## config.mk

```make
export PLATFORM = sky130hd
export DESIGN_NAME = imm_extend_pipe
export DESIGN_NICKNAME = d
export VERILOG_FILES = /design/src/rtl/imm_extend_pipe.sv
export SDC_FILE = /design/constraint.sdc
export NUM_CORES = 1
export LEC_CHECK = 0
export ABC_AREA = 1
export BUFFER_PORTS_ARGS = -buffer_cell sky130_fd_sc_hd__buf_4
export CAP_MARGIN = 20
export CORE_UTILIZATION = 35
export DETAILED_ROUTE_END_ITERATION = 12
export PLACE_DENSITY = 0.51
export SYNTH_ARGS = -nofsm -noshare
export SYNTH_HDL_FRONTEND = slang
export SYNTH_SLANG_ARGS = --single-unit
```

## constraint.sdc

```tcl
create_clock -name clk -period 6.59 [get_ports clk]
set_input_delay 0.3295 -clock clk [delete_from_list [all_inputs] [get_ports clk]]
set_output_delay 0.3295 -clock clk [all_outputs]
set_load 0.005 [all_outputs]
```

## src/rtl/imm_extend_pipe.sv

```systemverilog
// Immediate-extension unit: SEXT/ZEXT/LUI/BR results queued in a 2-entry output buffer.
// Optional IMM_EXT_STATS_EN adds a saturating 16-bit accepted-transfer counter on stat_count.
module imm_extend_pipe #(
   parameter int IN_W  = 16,
   parameter int OUT_W = 32
) (
   input  logic             clk,
   input  logic             rst,
   input  logic             in_valid,
   output logic             in_ready,
   input  logic [IN_W-1:0]  in_data,
   input  logic [1:0]       in_mode,
   output logic             out_valid,
   input  logic             out_ready,
   output logic [OUT_W-1:0] out_data,
   output logic             out_neg
`ifdef IMM_EXT_STATS_EN
   ,
   output logic [15:0]      stat_count
`endif
);

   generate
      if (IN_W < 2) begin : g_bad_in_w
         $error("imm_extend_pipe: IN_W must be at least 2");
      end
      if (OUT_W < IN_W + 2) begin : g_bad_out_w
         $error("imm_extend_pipe: OUT_W must be at least IN_W+2");
      end
   endgenerate

   typedef enum logic [1:0] {
      MODE_SEXT = 2'd0,
      MODE_ZEXT = 2'd1,
      MODE_LUI  = 2'd2,
      MODE_BR   = 2'd3
   } mode_e;

   typedef enum logic [1:0] {
      CNT_EMPTY = 2'd0,
      CNT_ONE   = 2'd1,
      CNT_FULL  = 2'd2
   } cnt_e;

   // BR reuses the sign-extended value: the two bits shifted out are copies of the sign.
   function automatic logic [OUT_W-1:0] extend_imm(input logic [IN_W-1:0] imm,
                                                   input mode_e mode);
      logic signed [OUT_W-1:0] sx;
      logic        [OUT_W-1:0] res;
      sx = {{(OUT_W-IN_W){imm[IN_W-1]}}, imm};
      case (mode)
         MODE_SEXT: res = sx;
         MODE_ZEXT: res = {{(OUT_W-IN_W){1'b0}}, imm};
         MODE_LUI:  res = {imm, {(OUT_W-IN_W){1'b0}}};
         MODE_BR:   res = sx <<< 2;
         default:   res = sx;
      endcase
      return res;
   endfunction

`ifdef IMM_EXT_STATS_EN
   function automatic logic [15:0] sat_inc16(input logic [15:0] v);
      return (v == 16'hFFFF) ? v : v + 16'd1;
   endfunction
`endif

   cnt_e             cnt_q, cnt_d;
   logic             wptr_q, wptr_d;
   logic             rptr_q, rptr_d;
   logic [OUT_W-1:0] buf_q [2];
   logic             push, pop;

   assign in_ready  = ~rst & (cnt_q != CNT_FULL);
   assign out_valid = ~rst & (cnt_q != CNT_EMPTY);
   assign push      = in_valid & in_ready;
   assign pop       = out_valid & out_ready;

   always_comb begin
      cnt_d  = cnt_q;
      wptr_d = push ? ~wptr_q : wptr_q;
      rptr_d = pop  ? ~rptr_q : rptr_q;
      case (cnt_q)
         CNT_EMPTY: if (push) cnt_d = CNT_ONE;
         CNT_ONE: begin
            if (push && !pop)      cnt_d = CNT_FULL;
            else if (pop && !push) cnt_d = CNT_EMPTY;
         end
         CNT_FULL:  if (pop) cnt_d = CNT_ONE;
         default:   cnt_d = CNT_EMPTY;
      endcase
   end

   always_ff @(posedge clk) begin
      if (rst) begin
         cnt_q  <= CNT_EMPTY;
         wptr_q <= 1'b0;
         rptr_q <= 1'b0;
      end else begin
         cnt_q  <= cnt_d;
         wptr_q <= wptr_d;
         rptr_q <= rptr_d;
      end
   end

   // Extension stage -> buffer register boundary
   always_ff @(posedge clk) begin
      if (push) buf_q[wptr_q] <= extend_imm(in_data, mode_e'(in_mode));
   end

   assign out_data = out_valid ? buf_q[rptr_q] : '0;
   assign out_neg  = out_data[OUT_W-1];

`ifdef IMM_EXT_STATS_EN
   logic [15:0] stat_q, stat_d;

   assign stat_d = push ? sat_inc16(stat_q) : stat_q;

   always_ff @(posedge clk) begin
      if (rst) stat_q <= 16'd0;
      else     stat_q <= stat_d;
   end

   assign stat_count = stat_q;
`endif

endmodule

```

==> results of run 1 <==
## power breakdown
group / internal (uW) / leakage, uW / switching, uW
combinational: 44.7 / 0.000971 / 55.3
sequential: 501 / 0.000636 / 5.90
clock: 209 / 0.000105 / 148
total: 755 / 0.00171 / 209
## critical path: stages, from the launching register on
cell and delay [ns]:
dfxtp_1 0.82, buf_4 0.39, mux2_1 0.37, nand2_1 0.06
inv_1 0.04, buf_4 0.12
## through the flow
| step | total power (uW) | setup slack (ns) | util, % | cells |
|---|---|---|---|---|
| 2_1_floorplan | 576 | 4.08 | - | 262 |
| 3_3_place_gp | 617 | 4.41 | 43.0 | 413 |
| 3_5_place_dp | 618 | 4.41 | 43.0 | 413 |
| 5_1_grt | 1000 | 3.90 | 45.5 | 429 |
| 4_1_cts | 974 | 4.04 | 45.5 | 429 |
| 6_report | 964 | 4.09 | 45.5 | 429 |
## layer usage
metal  wire (um)  share of wire, %  GRT usage (%)  vias up
met3         354               5.7           5.37        5
met5           0                 0              0        -
li1            -                 -              -      997
met1        2880                47           19.2      953
met4          49              0.80           4.23        0
met2        2880                47           23.6       51
## cells by family after synthesis
logic type / synth area share, %
mux: 11.7
xor+xnor: 0.283
compound gates: 6.84
flops: 65.4
simple gates: 7.12
buf+inv: 8.70
## worst max-delay path by stage
stage	end	startpoint	depth (start not counted)
finish	out_data[6]	register	5
global route	out_data[5]	register	5
CTS	out_data[26]	register	5
detailed placement	out_data[26]	register	5
global placement	out_data[6]	register	5
floorplan	buf_q[0][0]	cnt_q[0]	4
## synthesized netlist by cell type (all sizes together)
cell type / instances
edfxtp: 64
inv: 54
nand2: 41
mux2: 32
o21ai: 15
o22ai: 15
nor2: 13
buf: 10
a21oi: 5
dfxtp: 5
clkbuf: 3
nand4: 2
a31oi: 1
nand3: 1
xor2: 1
## area by class of cell
cell class / count / area [sq um]
inverters: 54 / 203
clock buffers: 10 / 128
flip-flops and latches: 69 / 2020
multi-input cells: 126 / 806
repair buffers: 59 / 443
clock inverters: 6 / 77.6
well taps: 105 / 131
fillers: 817 / 4570
## registers in the layout, indices dropped and copies added, names as in the netlist, named ones only
name,count
cnt_q,2
rptr_q,1
buf_q,64
wptr_q,1
==> summary.md, run 1 <==
| Metric | Value |
|---|---|
| # IOs | `57` |
| Horiz. Die Dim | `96.0 um` |
| Most common cell after layout, fill and taps aside | `edfxtp_1` |
| Total gr overflow | `0` |
| Largest cells by area after synthesis | `edfxtp_1 62%, mux2_2 8.7%, inv_1 6.4%` |
| # nets final | `341` |
| Largest net degree at the start of global routing | `37` |
| Sequential fraction of the synthesis area | `65.4%` |
| Pins Over Slew Limit | `0` |
| Final hold vios | `0` |
| Starting density of the core | `36.9%` |
| Fin area | `3810 sq um` |
| Via count | `2006` |
| Resize count post-CTS | `0` |
| Min-delay src | `out_ready` |
| Clk Latency, worst-skew pair | `0.34 ns` |
| Slew @ Worst Pin | `0.962 ns` |
| Initial DRC count | `133` |
| Max-cap violations | `0` |
| Post-Synthesis Cells | `262` |
| Initial antenna violation count | `0` |
| Startpoint Class | `register` |
| Worst EP arrival | `2.17 ns` |
| Worst VDD drop | `150 uV` |
| Port bufs | `56` |
| DRC Markers | `0` |
| Core area | `8380 sq um` |
| Root buffer cell | `clkbuf_8` |
| N_diodes | `0` |
| Avg Cell Area, Syn | `11.8 sq um` |
| CP Capture Type | `output port` |
| Layout cell share with drive strength beyond 1 | `30.9%` |
| Antenna Nets Post-Route | `0` |
| Post-CTS Setup Bufs | `0` |
| Hold_ws | `0.156 ns` |
| Hold/Removal Path Class | `in -> reg` |
| Tcrit/Tclk final | `37.9%` |
| Syn Nets | `284` |
| Pwr Density | `253 nW/um^2` |
| # setup viols final | `0` |
| Peak Freq | `0.400 GHz` |
| Commonest cells after routing, fill and taps aside | `64 x edfxtp_1, 59 x buf_4, 53 x inv_1` |
| FP Rows | `33` |
| Area Growth Syn to Fin | `23.2%` |
| Clock slew at reported path FFs | `0.06 ns` |
| CTS Hold Bufs | `0` |
| CP Data Required Time | `6.26 ns` |
| CTS tree | `yes` |
| RSZ-0062 raised after global routing | `false` |
| H-tree levels | `3` |
| Setup TNS | `0 ns` |
| Post-DP HPWL | `3920 um` |
| TritonCTS Buffers | `9` |
| GRT Util Overall | `14.9%` |
| Synth cell types | `21` |
| Synth Cell Area | `3090 sq um` |
| Drt pass-1 iters | `4` |
| CTS Sinks | `69` |
| Cell taking the most area after synthesis | `edfxtp_1` |
| Synth top area share | `62.2%` |
| Vias in the first global route | `1929` |
| First-pass GRT wire length | `9760 um` |
| Final min period | `2.50 ns` |
| Placed cell area | `3600 sq um` |
| Hold path depth | `2` |
| Status | `complete, no violations` |
| Total Wirelength | `6160 um` |
| Reg2Reg Depth | `5` |
| Lkg Pwr | `0.00171 uW` |
| Warnings from Yosys | `0` |
| RR Startpoint | `cnt_q[1]` |
| Crit-path max FO | `17` |
| Crit Path Category | `reg -> out` |
| Post-synthesis register bit count | `69` |
| Slew margin rel. | `35.7%` |
| Die Area | `9210 sq um` |
| Die height | `96.0 um` |
| Worst Hold Path EP | `cnt_q[1]` |
| GP Congestion | `0.729` |
| Routed WL per cell | `14.4 um` |
| Flop2flop setup slack | `4.73 ns` |
| Layout Skew | `0.00595 ns` |
| Vias/cell | `4.68` |
| Bufs on Longest Clock Path | `2` |
No activity file was read; power rests on OpenSTA's default activity.
==> run 2: changes to the inputs <==
Clock period 6.59 ns to 2.3 ns, I/O delays scaled along.
==> summary.md, run 2 (synthesis gave the netlist of run 1 again) <==
| Metric | Value |
|---|---|
| Status | `complete, no violations` |
| Antenna Nets Post-Route | `0 (unchanged)` |
| Worst EP arrival | `1.69 ns (-0.48 ns)` |
| N_diodes | `0 (unchanged)` |
| Int Power | `2060 uW (+170%)` |
| Startpoint Class | `register` |
| Via count | `1973 (-1.6%)` |
| Sequential share of power | `54.4% (+1.8 points)` |
| Peak Freq | `0.554 GHz` |
| Vias in the first global route | `1945 (+0.83%)` |
| Die height | `96.0 um (unchanged)` |
| Area Growth Syn to Fin | `23.8%` |
| Total Wirelength | `6070 um (-1.5%)` |
| Layout Skew | `0.00597 ns (+0.0000169 ns)` |
| Starting density of the core | `36.9% (unchanged)` |
| Resize count post-CTS | `0 (unchanged)` |
| # IOs | `57 (unchanged)` |
| Slew @ Worst Pin | `0.587 ns (-0.375 ns)` |
| # setup viols final | `0 (unchanged)` |
| Hold/Removal Path Class | `in -> reg` |
| CTS tree | `yes` |
| Post-CTS Setup Bufs | `0 (unchanged)` |
| Vias/cell | `4.56 (-2.6%)` |
| Clk pwr share | `34.4% (-2.7 points)` |
| Final min period | `1.81 ns` |
| Gate power share | `11.2% (+0.8 points)` |
| Psw | `601 uW (+190%)` |
| Worst VDD drop | `297 uV (+98%)` |
| Initial antenna violation count | `0 (unchanged)` |
| Drt pass-1 iters | `4 (unchanged)` |
| Regs by FF count | `buf_q: 64 flops, cnt_q: 2 flops` |
| Layout Utilization | `45.7% (+0.21 points)` |
| Initial DRC count | `102 (-23%)` |
| Final hold vios | `0 (unchanged)` |
| TritonCTS Buffers | `9 (unchanged)` |
| Fillers | `810 (-0.86%)` |
| Max reg flops | `64 (unchanged)` |
| FP Rows | `33 (unchanged)` |
| Crit path largest cell delay | `0.40 ns (-0.42 ns)` |
| Sw Share | `22.6% (+0.88 points)` |
| Placed cell count | `416 (+0.73%)` |
| Fin area | `3830 sq um (+0.46%)` |
| Post-DP HPWL | `3930 um (+0.33%)` |
| CP delay by family, top | `buffers and inverters` |
| Layout cell share with drive strength beyond 1 | `31.7% (+0.84 points)` |
| Register area | `2020 sq um (unchanged)` |
| GRT Util Overall | `14.5% (-0.40 points)` |
| Pwr Density | `695 nW/um^2 (+170%)` |
| CP Capture Type | `output port` |
| CP Data Required Time | `2.18 ns (-4.08 ns)` |
| Slew margin rel. | `60.8% (+25 points)` |
| Crit path top cell by count | `buf_4` |
| H-tree levels | `3 (unchanged)` |
| First-pass GRT wire length | `9510 um (-2.5%)` |
| Tcrit/Tclk final | `78.5%` |
| Most common cell after layout, fill and taps aside | `edfxtp_1` |
| Bufs on Longest Clock Path | `2 (unchanged)` |
| Largest register by flop count | `buf_q` |
| Buf/Inv on CP | `3 (unchanged)` |
| DRC Markers | `0 (unchanged)` |
| Horiz. Die Dim | `96.0 um (unchanged)` |
| Post-route insts no fill | `433 (+0.93%)` |
| Slowest cell on crit path | `buf_4` |
| Port bufs | `56 (unchanged)` |
| Root buffer cell | `clkbuf_8` |
| RSZ-0062 raised after global routing | `false` |
| Clk Latency, worst-skew pair | `0.34 ns (about the same)` |
| Placed cell area | `3630 sq um (+0.62%)` |
| Pins Over Slew Limit | `0 (unchanged)` |
| Core area | `8380 sq um (unchanged)` |
| Crit Path Category | `reg -> out` |
| CTS Sinks | `69 (unchanged)` |
| Max-cap violations | `0 (unchanged)` |
| CTS Hold Bufs | `2 (+2)` |
| Multi-input gate area | `806 sq um (unchanged)` |
| Largest net degree at the start of global routing | `33 (-11%)` |
| Clock slew at reported path FFs | `0.07 ns (about the same)` |
| Routed WL per cell | `14.0 um (-2.4%)` |
| Die Area | `9210 sq um (unchanged)` |
| Commonest cells after routing, fill and taps aside | `64 x edfxtp_1, 62 x buf_4, 53 x inv_1` |
| Lkg Pwr | `0.00172 uW (+0.60%)` |
| # nets final | `346 (+1.5%)` |
| Crit-path max FO | `32 (+15)` |
| Worst path cell trace | `buf_4 > mux2_2 > nand2_1 > inv_1 > buf_4` |
| Total gr overflow | `0 (unchanged)` |
| GP Congestion | `0.731 (+0.32%)` |
-- run 2: cell types whose count changed in the layout (fill, tap and decap cells not counted) --
cell,previous run,this run
dlygate4sd3_1,0,2
buf_4,59,62
clkinvlp_4,0,1
bufinv_16,2,1
clkinv_2,2,3
clkinv_1,2,0
-- run 2: power groups by stage --
stage | combinational, uW | clock, uW | sequential, uW
6_report | 299 | 915 | 1450
3_3_place_gp | 300 | 0 | 1470
2_1_floorplan | 177 | 0 | 1470
5_1_grt | 335 | 991 | 1450
3_5_place_dp | 302 | 0 | 1470
4_1_cts | 306 | 932 | 1450
-- run 2: layout make-up --
type / instances / share of cell area (%)
clock buffers: 10 / 3.33
multi-input cells: 126 / 21.1
repair buffers: 64 / 12.7
well taps: 105 / 3.43
clock inverters: 5 / 1.37
inverters: 54 / 5.30
flip-flops and latches: 69 / 52.8
-- run 2: tightest hold or removal path, cell delays in order --
cell and delay (ns):
buf_4 0.08, inv_1 0.05, nor2_1 0.11
-- run 2: stage by stage --
| step | setup slack (ns) | power [uW] | setup TNS [ns] | hold slack, ns |
|---|---|---|---|---|
| global route | 0.396 | 2780 | 0 | 0.156 |
| finish | 0.494 | 2660 | 0 | 0.137 |
| detailed placement | 0.689 | 1780 | 0 | 0.299 |
| floorplan | -0.213 | 1650 | -13.66 | 0.187 |
| global placement | 0.699 | 1770 | 0 | 0.296 |
| CTS | 0.469 | 2690 | 0 | 0.134 |
-- run 2: final timing paths --
check,start,to,slack (ns),cells after the start
worst max-delay path,register,out_data[19],0.49,5
worst min-delay path,in_data[1],buf_q[1][1],0.14,3
worst max register to register,cnt_q[0],buf_q[0][6],0.69,5
worst min register to register,rptr_q,register,0.51,2
-- run 2: layer usage --
| layer | share of wire [%] | vias to the layer above | track usage [%] |
|---|---|---|---|
| li1 | - | 1006 | - |
| met1 | 48 | 907 | 18.2 |
| met2 | 46 | 49 | 24.3 |
| met3 | 4.0 | 11 | 2.37 |
| met4 | 1.8 | 0 | 6.84 |
| met5 | 0 | - | 0 |
